**src/rtl/video_pkg.sv**
```systemverilog
// Shared video constants: RGB565 field layout, default geometry, counter helpers.
package video_pkg;
  localparam int RGB_W   = 16;
  localparam int R_MSB   = 15;
  localparam int R_LSB   = 11;
  localparam int G_MSB   = 10;
  localparam int G_LSB   = 5;
  localparam int B_MSB   = 4;
  localparam int B_LSB   = 0;

  localparam int CNT_W = 10;
  localparam logic [CNT_W-1:0] CNT_MAX = '1;

  localparam logic [CNT_W-1:0] IMG_HDISP_DEF = 10'd640;
  localparam logic [CNT_W-1:0] IMG_VDISP_DEF = 10'd480;

  // Saturating increment: geometry counters stick at all-ones instead of wrapping.
  function automatic logic [CNT_W-1:0] sat_inc(input logic [CNT_W-1:0] v);
    return (v == CNT_MAX) ? v : v + 1'b1;
  endfunction
endpackage

```
**src/rtl/cmos_capture_rgb565_if.sv**
```systemverilog
// DVP camera inputs and per_frame_* pixel stream of the capture block.
interface cmos_capture_rgb565_if;
  import video_pkg::*;

  logic             cmos_vsync;
  logic             cmos_href;
  logic [7:0]       cmos_data;
  logic             cmos_frame_vsync;
  logic             cmos_frame_href;
  logic             cmos_frame_clken;
  logic [RGB_W-1:0] cmos_frame_data;
  logic             cmos_frame_done;
  logic             line_err;
  logic             frame_err;

  // master: the capture block (consumes DVP, produces the pixel stream)
  modport master (
    input  cmos_vsync, cmos_href, cmos_data,
    output cmos_frame_vsync, cmos_frame_href, cmos_frame_clken,
           cmos_frame_data, cmos_frame_done, line_err, frame_err
  );

  // slave: camera/sink side
  modport slave (
    output cmos_vsync, cmos_href, cmos_data,
    input  cmos_frame_vsync, cmos_frame_href, cmos_frame_clken,
           cmos_frame_data, cmos_frame_done, line_err, frame_err
  );
endinterface

```
**src/rtl/cmos_sync_edge.sv**
```systemverilog
// Two-stage input register for a sync line plus active-level and edge pulses.
module cmos_sync_edge #(
  parameter logic ACT_LVL = 1'b1
) (
  input  logic clk,
  input  logic rst,
  input  logic din,
  output logic act,
  output logic rise,
  output logic fall
);
  logic r1, r2, r3;

  // r1/r2 resynchronise; r3 holds the previous r2 for edge detection.
  // Reset to the inactive level so an idle line produces no spurious edge.
  always_ff @(posedge clk) begin
    if (rst) begin
      r1 <= ~ACT_LVL;
      r2 <= ~ACT_LVL;
      r3 <= ~ACT_LVL;
    end else begin
      r1 <= din;
      r2 <= r1;
      r3 <= r2;
    end
  end

  assign act  = (r2 == ACT_LVL);
  assign rise = act & (r3 != ACT_LVL);
  assign fall = ~act & (r3 == ACT_LVL);
endmodule

```
**src/rtl/cmos_capture_rgb565.sv**
```systemverilog
// DVP capture: skips unstable frames, packs byte pairs into RGB565 and
// checks line/frame geometry of every frame it forwards.
module cmos_capture_rgb565 import video_pkg::*; #(
  parameter logic             CMOS_VSYNC_VALID = 1'b1,
  parameter logic [CNT_W-1:0] IMG_HDISP        = IMG_HDISP_DEF,
  parameter logic [CNT_W-1:0] IMG_VDISP        = IMG_VDISP_DEF,
  parameter logic [3:0]       FRAME_SKIP       = 4'd10
) (
  input  logic clk,
  input  logic rst,
  cmos_capture_rgb565_if.master bus
);
  logic             vs_act, vs_rise, vs_fall;
  logic             hr, hr_rise, hr_fall;
  logic [7:0]       d_r1, d_r2, hi_byte;
  logic             phase, gate, gate_open, frame_ok;
  logic [3:0]       skip_cnt;
  logic [CNT_W-1:0] h_cnt, v_cnt, v_cnt_eff;
  logic             pix_en, line_end, frame_end, line_bad;

  cmos_sync_edge #(.ACT_LVL(CMOS_VSYNC_VALID)) u_vs (
    .clk(clk), .rst(rst), .din(bus.cmos_vsync),
    .act(vs_act), .rise(vs_rise), .fall(vs_fall)
  );

  cmos_sync_edge #(.ACT_LVL(1'b1)) u_hr (
    .clk(clk), .rst(rst), .din(bus.cmos_href),
    .act(hr), .rise(hr_rise), .fall(hr_fall)
  );

  // Gate is treated as open already in the frame-start cycle so the first
  // active vsync cycle of the first forwarded frame is not lost.
  assign frame_ok  = (skip_cnt == FRAME_SKIP);
  assign gate_open = gate | (vs_rise & frame_ok);
  assign pix_en    = hr & phase & vs_act & gate_open;
  // A line ends on href fall inside the frame, or is cut short when vsync
  // drops while href is (or was just) high.
  assign line_end  = gate_open & ((hr_fall & vs_act) | (vs_fall & (hr | hr_fall)));
  assign frame_end = gate_open & vs_fall;
  assign line_bad  = phase | (h_cnt != IMG_HDISP);
  assign v_cnt_eff = line_end ? sat_inc(v_cnt) : v_cnt;

  // Data path shares the two-stage latency of the sync lines.
  always_ff @(posedge clk) begin
    if (rst) begin
      d_r1 <= '0;
      d_r2 <= '0;
    end else begin
      d_r1 <= bus.cmos_data;
      d_r2 <= d_r1;
    end
  end

  // Byte phase runs on every href-high cycle (even outside the frame); high byte latched on phase 0.
  always_ff @(posedge clk) begin
    if (rst) begin
      phase   <= 1'b0;
      hi_byte <= '0;
    end else begin
      phase <= hr ? ~phase : 1'b0;
      if (hr && !phase) hi_byte <= d_r2;
    end
  end

  // Frame skip counter and output gate; gate only opens on a frame start.
  always_ff @(posedge clk) begin
    if (rst) begin
      skip_cnt <= '0;
      gate     <= 1'b0;
    end else begin
      if (vs_fall && (skip_cnt < FRAME_SKIP)) skip_cnt <= skip_cnt + 4'd1;
      if (vs_rise && frame_ok) gate <= 1'b1;
    end
  end

  // Geometry counters; pixels per line and lines per frame.
  always_ff @(posedge clk) begin
    if (rst) begin
      h_cnt <= '0;
      v_cnt <= '0;
    end else begin
      if (line_end || hr_rise) h_cnt <= '0;
      else if (pix_en)         h_cnt <= sat_inc(h_cnt);
      if (frame_end) v_cnt <= '0;
      else           v_cnt <= v_cnt_eff;
    end
  end

  // Registered outputs and sticky geometry error flags.
  always_ff @(posedge clk) begin
    if (rst) begin
      bus.cmos_frame_vsync <= 1'b0;
      bus.cmos_frame_href  <= 1'b0;
      bus.cmos_frame_clken <= 1'b0;
      bus.cmos_frame_data  <= '0;
      bus.cmos_frame_done  <= 1'b0;
      bus.line_err         <= 1'b0;
      bus.frame_err        <= 1'b0;
    end else begin
      bus.cmos_frame_vsync <= vs_act & gate_open;
      bus.cmos_frame_href  <= hr & gate_open;
      bus.cmos_frame_clken <= pix_en;
      if (pix_en) bus.cmos_frame_data <= {hi_byte, d_r2};
      bus.cmos_frame_done  <= frame_end;
      if (line_end && line_bad)                      bus.line_err  <= 1'b1;
      if (frame_end && (v_cnt_eff != IMG_VDISP))     bus.frame_err <= 1'b1;
    end
  end
endmodule

```
**src/flat_wrapper.sv**
```systemverilog
// flat-port wrapper written by rule: the top's interface ports become plain ports
module cmos_capture_rgb565_flat import video_pkg::*;
#(
  parameter logic             CMOS_VSYNC_VALID = 1'b1,
  parameter logic [CNT_W-1:0] IMG_HDISP        = IMG_HDISP_DEF,
  parameter logic [CNT_W-1:0] IMG_VDISP        = IMG_VDISP_DEF,
  parameter logic [3:0]       FRAME_SKIP       = 4'd10
)
  (clk, rst, bus_cmos_vsync, bus_cmos_href, bus_cmos_data, bus_cmos_frame_vsync, bus_cmos_frame_href, bus_cmos_frame_clken, bus_cmos_frame_data, bus_cmos_frame_done, bus_line_err, bus_frame_err);
  cmos_capture_rgb565_if bus_i ();
  input  logic clk;
  input  logic rst;
  input wire logic [$bits(bus_i.cmos_vsync)-1:0] bus_cmos_vsync;
  input wire logic [$bits(bus_i.cmos_href)-1:0] bus_cmos_href;
  input wire logic [$bits(bus_i.cmos_data)-1:0] bus_cmos_data;
  output wire logic [$bits(bus_i.cmos_frame_vsync)-1:0] bus_cmos_frame_vsync;
  output wire logic [$bits(bus_i.cmos_frame_href)-1:0] bus_cmos_frame_href;
  output wire logic [$bits(bus_i.cmos_frame_clken)-1:0] bus_cmos_frame_clken;
  output wire logic [$bits(bus_i.cmos_frame_data)-1:0] bus_cmos_frame_data;
  output wire logic [$bits(bus_i.cmos_frame_done)-1:0] bus_cmos_frame_done;
  output wire logic [$bits(bus_i.line_err)-1:0] bus_line_err;
  output wire logic [$bits(bus_i.frame_err)-1:0] bus_frame_err;
  assign bus_i.cmos_vsync = bus_cmos_vsync;
  assign bus_i.cmos_href = bus_cmos_href;
  assign bus_i.cmos_data = bus_cmos_data;
  assign bus_cmos_frame_vsync = bus_i.cmos_frame_vsync;
  assign bus_cmos_frame_href = bus_i.cmos_frame_href;
  assign bus_cmos_frame_clken = bus_i.cmos_frame_clken;
  assign bus_cmos_frame_data = bus_i.cmos_frame_data;
  assign bus_cmos_frame_done = bus_i.cmos_frame_done;
  assign bus_line_err = bus_i.line_err;
  assign bus_frame_err = bus_i.frame_err;
  cmos_capture_rgb565 #(.CMOS_VSYNC_VALID(CMOS_VSYNC_VALID), .IMG_HDISP(IMG_HDISP), .IMG_VDISP(IMG_VDISP), .FRAME_SKIP(FRAME_SKIP)) u_core (.clk(clk), .rst(rst), .bus(bus_i));
endmodule
```
**config.mk**
```make
export PLATFORM = sky130hd
export DESIGN_NAME = cmos_capture_rgb565_flat
export DESIGN_NICKNAME = d
export VERILOG_FILES = /design/src/rtl/video_pkg.sv /design/src/rtl/cmos_capture_rgb565_if.sv /design/src/rtl/cmos_sync_edge.sv /design/src/rtl/cmos_capture_rgb565.sv /design/src/flat_wrapper.sv
export SDC_FILE = /design/constraint.sdc
export NUM_CORES = 1
export LEC_CHECK = 0
export CAP_MARGIN = 40
export CORE_MARGIN = 8
export CORE_UTILIZATION = 59
export CTS_CLUSTER_SIZE = 24
export DETAILED_ROUTE_END_ITERATION = 10
export PLACE_DENSITY = 0.83
export SYNTH_ARGS = -nofsm -noshare
export SYNTH_HDL_FRONTEND = slang
export SYNTH_SLANG_ARGS = --single-unit
```
**constraint.sdc**
```tcl
create_clock -name clk -period 4.8 [get_ports clk]
set_input_delay 1.2 -clock clk [delete_from_list [all_inputs] [get_ports clk]]
set_output_delay 1.2 -clock clk [all_outputs]
set_load 0.02 [all_outputs]
```
# --- Word level (Yosys, flattened, before mapping) ---
# Cells that the tools add are included.
word_totals:
  in_bits: 12
  wordCells: 67
  output_inout_bits: 22
  register_bits: 78
classes:
  bitwise: 24
  muxes: 2
  n_lt_le_gt_ge: 1
  reduce_logical: 11
  add_sub_neg: 3
  n_eq_ne: 5
ops:
  columns: ["op", "count"]
  rows:
  - ["10-bit by 1-bit adder with 10-bit output, second input constant", 2]
  - ["10-bit == test, second input constant", 2]
  - ["10-bit 2-to-1 mux", 2]
  - ["1-bit AND", 14]
  - ["10-bit != test, second input constant", 1]
  - ["10-bit by 9-bit != test with 1-bit output, second input constant", 1]
  - ["1-bit inverter", 6]
  - ["2-bit OR reduction", 3]
  - ["1-bit logical AND", 5]
  - ["4-bit by 1-bit adder with 4-bit output, second input constant", 1]
  - ["4-bit == test, second input constant", 1]
  - ["4-bit less-than comparator, second input constant", 1]
  - ["1-bit OR", 4]
  - ["2-bit AND reduction", 1]
  - ["1-bit zero test", 1]
  - ["1-bit logical OR", 1]

# --- Logic depth before layout (Yosys ltp) ---
depth:
  ltp_word: 9
  ltp_mapped: 9
  mapped_depth_nobuf: 8

# --- Modules after synthesis ---
# From an unflattened synthesis, not the netlist that was laid out.
hier_totals:
  cells_unflattened: 337
  area_unflattened_um2: 3045.4
by_module_without_submodules:
  columns: ["module", "seq_area_each_um2", "cells_each", "area_each_um2", "instances"]
  rows:
  - ["cmos_capture_rgb565", 1441.4, 321, 2862.7, 1]
  - ["cmos_sync_edge", 60.1, 8, 91.3, 2]

# --- Worst setup path after synthesis ---
# OpenSTA, ideal clock, no wires.
synth_timing:
  kind: "input to register"
  from: "input port rst"
  to: "register u_core.bus.cmos_frame_clken"
  arrival_ps: 1798
  setup_ps: 128
  path_stages: 3
  required_time_ps: 4672
  path_buffers: 2
  slack_ps: 2874
  path_cell_list: "clkbuf_1 -> buf_1 -> nor2_1"
synth_rtl:
  columns: ["item", "line_no", "rtl"]
  rows:
  - ["start: declaration", "flat_wrapper.sv:12", "input logic rst;"]
  - ["end signal: assignment", "cmos_capture_rgb565.sv:102", "bus.cmos_frame_clken <= pix_en;"]
  - ["end: declaration", "cmos_capture_rgb565_if.sv:19", "output cmos_frame_vsync, cmos_frame_href, cmos_frame_clken,"]
# No word-level cell between the ends.

# --- Final worst setup path ---
layout_timing:
  from: "register u_core.bus.frame_err"
  to: "output port bus_frame_err"
layout_rtl:
  columns: ["item", "line_no", "rtl"]
  rows:
  - ["start: declaration", "cmos_capture_rgb565_if.sv:20", "cmos_frame_data, cmos_frame_done, line_err, frame_err"]
  - ["start signal: assignment", "cmos_capture_rgb565.sv:98", "bus.frame_err <= 1'b0;"]
  - ["start signal: assignment", "cmos_capture_rgb565.sv:106", "if (frame_end && (v_cnt_eff != IMG_VDISP)) bus.frame_err <= 1'b1;"]
  - ["end: declaration", "flat_wrapper.sv:22", "output wire logic [$bits(bus_i.frame_err)-1:0] bus_frame_err;"]
# No word-level cell between the ends.

==> flow_summary_export.csv <==
group,metric,value,unit
clock_network,clock_insertion_delay_worst_skew,0.35,ns
critical_path,path_depth,1,
sta,post-route-period-util,53.2,%
power_and_ir_drop,switching_share,22.2,%
place,placed_cells,434,
sta,hold_viol_final,0,
clock_network,htreeDepth,3,
detailed_routing,drc_errors,0,
critical_path,crit_path_start_kind,"flop",
hold_path,whs_path_depth,1,
clock_network,cts_max_path_buffers,2,
sta,worst_pin_slew,0.725,ns
layout,regArea,1560,um^2
power_and_ir_drop,switching_power,261,uW
global_routing,antenna_found_initial,0,
sta,finClkSkew,0.0115,ns
sta,finalSetupTns,0,ns
layout,fin_nets,392,
logic_synthesis,synth.distinct_cells,41,
critical_path,r2r_cells,7,
global_routing,grtUsageTotal,16.1,%
clock_network,clk_pin_slew_worst_paths,0.08,ns
clock_network,cts_resized,0,
layout,n_antenna_cell,0,
detailed_routing,routedWlPerCell,13.0,um
layout,multiInputGateArea,1440,um^2
job,maxCapViolations,0,
power_and_ir_drop,seqPwrFrac,56.2,%
clock_network,root_buffer,"clkbuf_8",
critical_path,cp-startpoint,"u_core.bus.frame_err$_SDFFE_PP0P_",
critical_path,slowest_delay,0.63,ns
layout,final_cells,450,
logic_synthesis,synth_top_area_share,50.9,%
floorplanning,num_io_pins,34,
critical_path,cp_top_family,"buffers and inverters",
logic_synthesis,ys_ff_latch,78,
place,numPortBuffers,33,
detailed_routing,postRouteAntennaNets,0,
layout,final_util,72.3,%
detailed_routing,drt_pass1_iterations,6,
hold_path,min_from,"u_core.u_hr.r1$_SDFF_PP0_",
power_and_ir_drop,powerDensity,321,nW/um^2
floorplanning,die_width,88.1,um
sta,slew_viol_final,0,
detailed_routing,wl,5860,um
sta,min_period,2.55,ns
global_routing,grt_pass1_vias,2117,
critical_path,path_max_fanout,3,
critical_path,required,3.60,ns
floorplanning,initial_core_util,60.5,%
clock_network,tritoncts,"built",
logic_synthesis,netlist_instances,341,
clock_network,hold_buffers,0,
sta,rsz0062_at_grt,"no",
clock_network,cts_buffers,9,
critical_path,critPathCaptureType,"output port",
run_status,status,"completed",
logic_synthesis,synthesis.area,3070,um^2
sta,slew_headroom,51.7,%
detailed_routing,vias,2325,
critical_path,r2r_start,"u_core.skip_cnt[1]$_SDFFE_PP0P_",
power_and_ir_drop,power.share.combinational,2.9,%
power_and_ir_drop,irDropWorstVdd,326,uV
critical_path,cp_num_buf_inv,1,
critical_path,worstSetupPathType,"reg2out",
place,place.gp.congestion,0.862,
logic_synthesis,synth_nets,358,
logic_synthesis,syn_area_per_cell,9.00,um^2
floorplanning,std_cell_rows,26,
place,post-dp-hpwl,4070,um
floorplanning,core_area,5070,um^2
power_and_ir_drop,p_int,916,uW
clock_network,cts_setup_buffers,0,
power_and_ir_drop,power.share.clock,40.9,%
logic_synthesis,synthTopCellsByArea,"dfxtp_1, nand2_1, nor2b_1",
detailed_routing,routed_via_density,5.17,
layout,area_growth,19.5,%
floorplanning,die_height,88.1,um
hold_path,hp-class,"reg2reg",
global_routing,grt_overflow,0,
power_and_ir_drop,leakage,1.26,nW
floorplanning,dieArea,7770,um^2
sta,setup_viol,0,
layout,fillers,405,
global_routing,grt_max_degree,31,
global_routing,grt_pass1_wl,9780,um
clock_network,cts.sink_count,78,
logic_synthesis,yosys_warnings,0,
critical_path,arrival,1.35,ns
logic_synthesis,yosysTopAreaCell,"dfxtp_1",
logic_synthesis,ys_seq_area_share,50.9,%
critical_path,cp_cell_sequence,"clkdlybuf4s50_1",
layout,drive_gt1_share,7.37,%
critical_path,cp_slowest_cell,"clkdlybuf4s50_1",
detailed_routing,first_iter_violations,131,
sta,fmax,0.392,GHz
-- final timing paths --
| check | end | slack [ns] |
|---|---|---|
| worst max-delay path | bus_frame_err | 2.25 |
| worst min-delay path | u_core.u_hr.act$_SDFF_PP0_ | 0.44 |
| worst max register to register | u_core.h_cnt[8]$_SDFFE_PP0P_ | 2.50 |
| worst min register to register | u_core.u_hr.act$_SDFF_PP0_ | 0.44 |
-- Yosys cell counts --
cell	number
a2111oi_2	1
a211oi_4	1
a21oi_1	29
a311oi_1	1
a31oi_1	3
a41oi_1	2
and2_0	1
and2_1	4
and2b_1	1
and3_1	4
and4_1	3
buf_1	1
buf_2	1
clkbuf_1	10
dfxtp_1	78
ha_1	5
inv_1	5
mux2i_1	8
nand2_1	61
nand2b_1	4
nand3_1	9
nand3_4	1
nand4_1	6
nand4b_1	3
nor2_1	38
nor2_2	1
nor2b_1	25
nor3_1	3
nor3_4	1
nor3b_2	2
nor4_1	2
nor4b_1	3
o211ai_1	1
o21ai_0	2
o21ba_2	1
o21bai_4	1
or2_2	1
or3_1	2
or3b_1	1
xnor2_1	6
xor2_1	9
-- through the flow --
| stage | setup WS, ns | hold WS, ns | area (um^2) | power, mW |
|---|---|---|---|---|
| 5_1_grt | 2.21 | 0.462 | 3670 | 1.22 |
| 2_1_floorplan | 2.87 | 0.414 | 3070 | 0.695 |
| 3_3_place_gp | 2.21 | 0.420 | 3440 | 0.707 |
| 6_report | 2.25 | 0.442 | 3670 | 1.18 |
| 3_5_place_dp | 2.49 | 0.429 | 3470 | 0.711 |
| 4_1_cts | 2.23 | 0.447 | 3670 | 1.19 |
-- layout by cell type, fill, tap and decap left out, types with 5 or more instances in the layout --
master	Yosys	layout
a21oi_1	29	29
clkbuf_8	0	9
clkdlybuf4s50_1	0	32
dfxtp_1	78	78
ha_1	5	5
inv_1	5	5
mux2i_1	8	8
nand2_1	61	61
nand3_1	9	9
nand4_1	6	6
nor2_1	38	38
nor2b_1	25	25
xnor2_1	6	6
xor2_1	9	9
-- registers in the layout (all words and copies together) (netlist names), 4 cells and up --
name / flops
u_core.h_cnt: 10
u_core.bus.cmos_frame_data: 16
u_core.v_cnt: 10
u_core.hi_byte: 8
u_core.skip_cnt: 4
u_core.d_r1: 8
u_core.d_r2: 8
-- layout make-up --
type / count / share of cell area, %
Clock buffer: 10 / 3.48
Sequential cell: 78 / 42.6
Inverter: 5 / 0.511
Multi-Input combinational cell: 246 / 39.3
Timing Repair Buffer: 35 / 9.82
Tap cell: 70 / 2.39
Clock inverter: 6 / 1.91
-- layer usage --
layer | vias up | global-route usage [%] | wire length [um]
met5 | - | 0 | 0
met4 | 0 | 7.07 | 72
met3 | 9 | 4.60 | 326
met2 | 62 | 25.0 | 2610
met1 | 1041 | 20.4 | 2840
li1 | 1213 | - | -
-- cell families (layout without fill, tap and decap cells) --
family                     count (synthesis)  count (layout)  share of synthesized area [%]
and+or+nand+nor                          176             176                           29.3
DFF                                       78              78                           50.9
AOI/OAI and AO/OA                         42              42                           8.84
buffers and inverters                     17              56                           2.12
xor gates and xnor gates                  15              15                           4.28
muxes                                      8               8                           2.61
adders and majority gates                  5               5                           2.04
-- power groups by stage --
stage	Sequential, mW	Combinational [mW]	Clock [mW]
2_1_floorplan	0.675	0.0202	0
4_1_cts	0.662	0.0340	0.491
3_3_place_gp	0.676	0.0302	0
6_report	0.662	0.0338	0.481
5_1_grt	0.663	0.0378	0.522
3_5_place_dp	0.677	0.0338	0
Note: power is estimated with default switching activity, not from simulation.
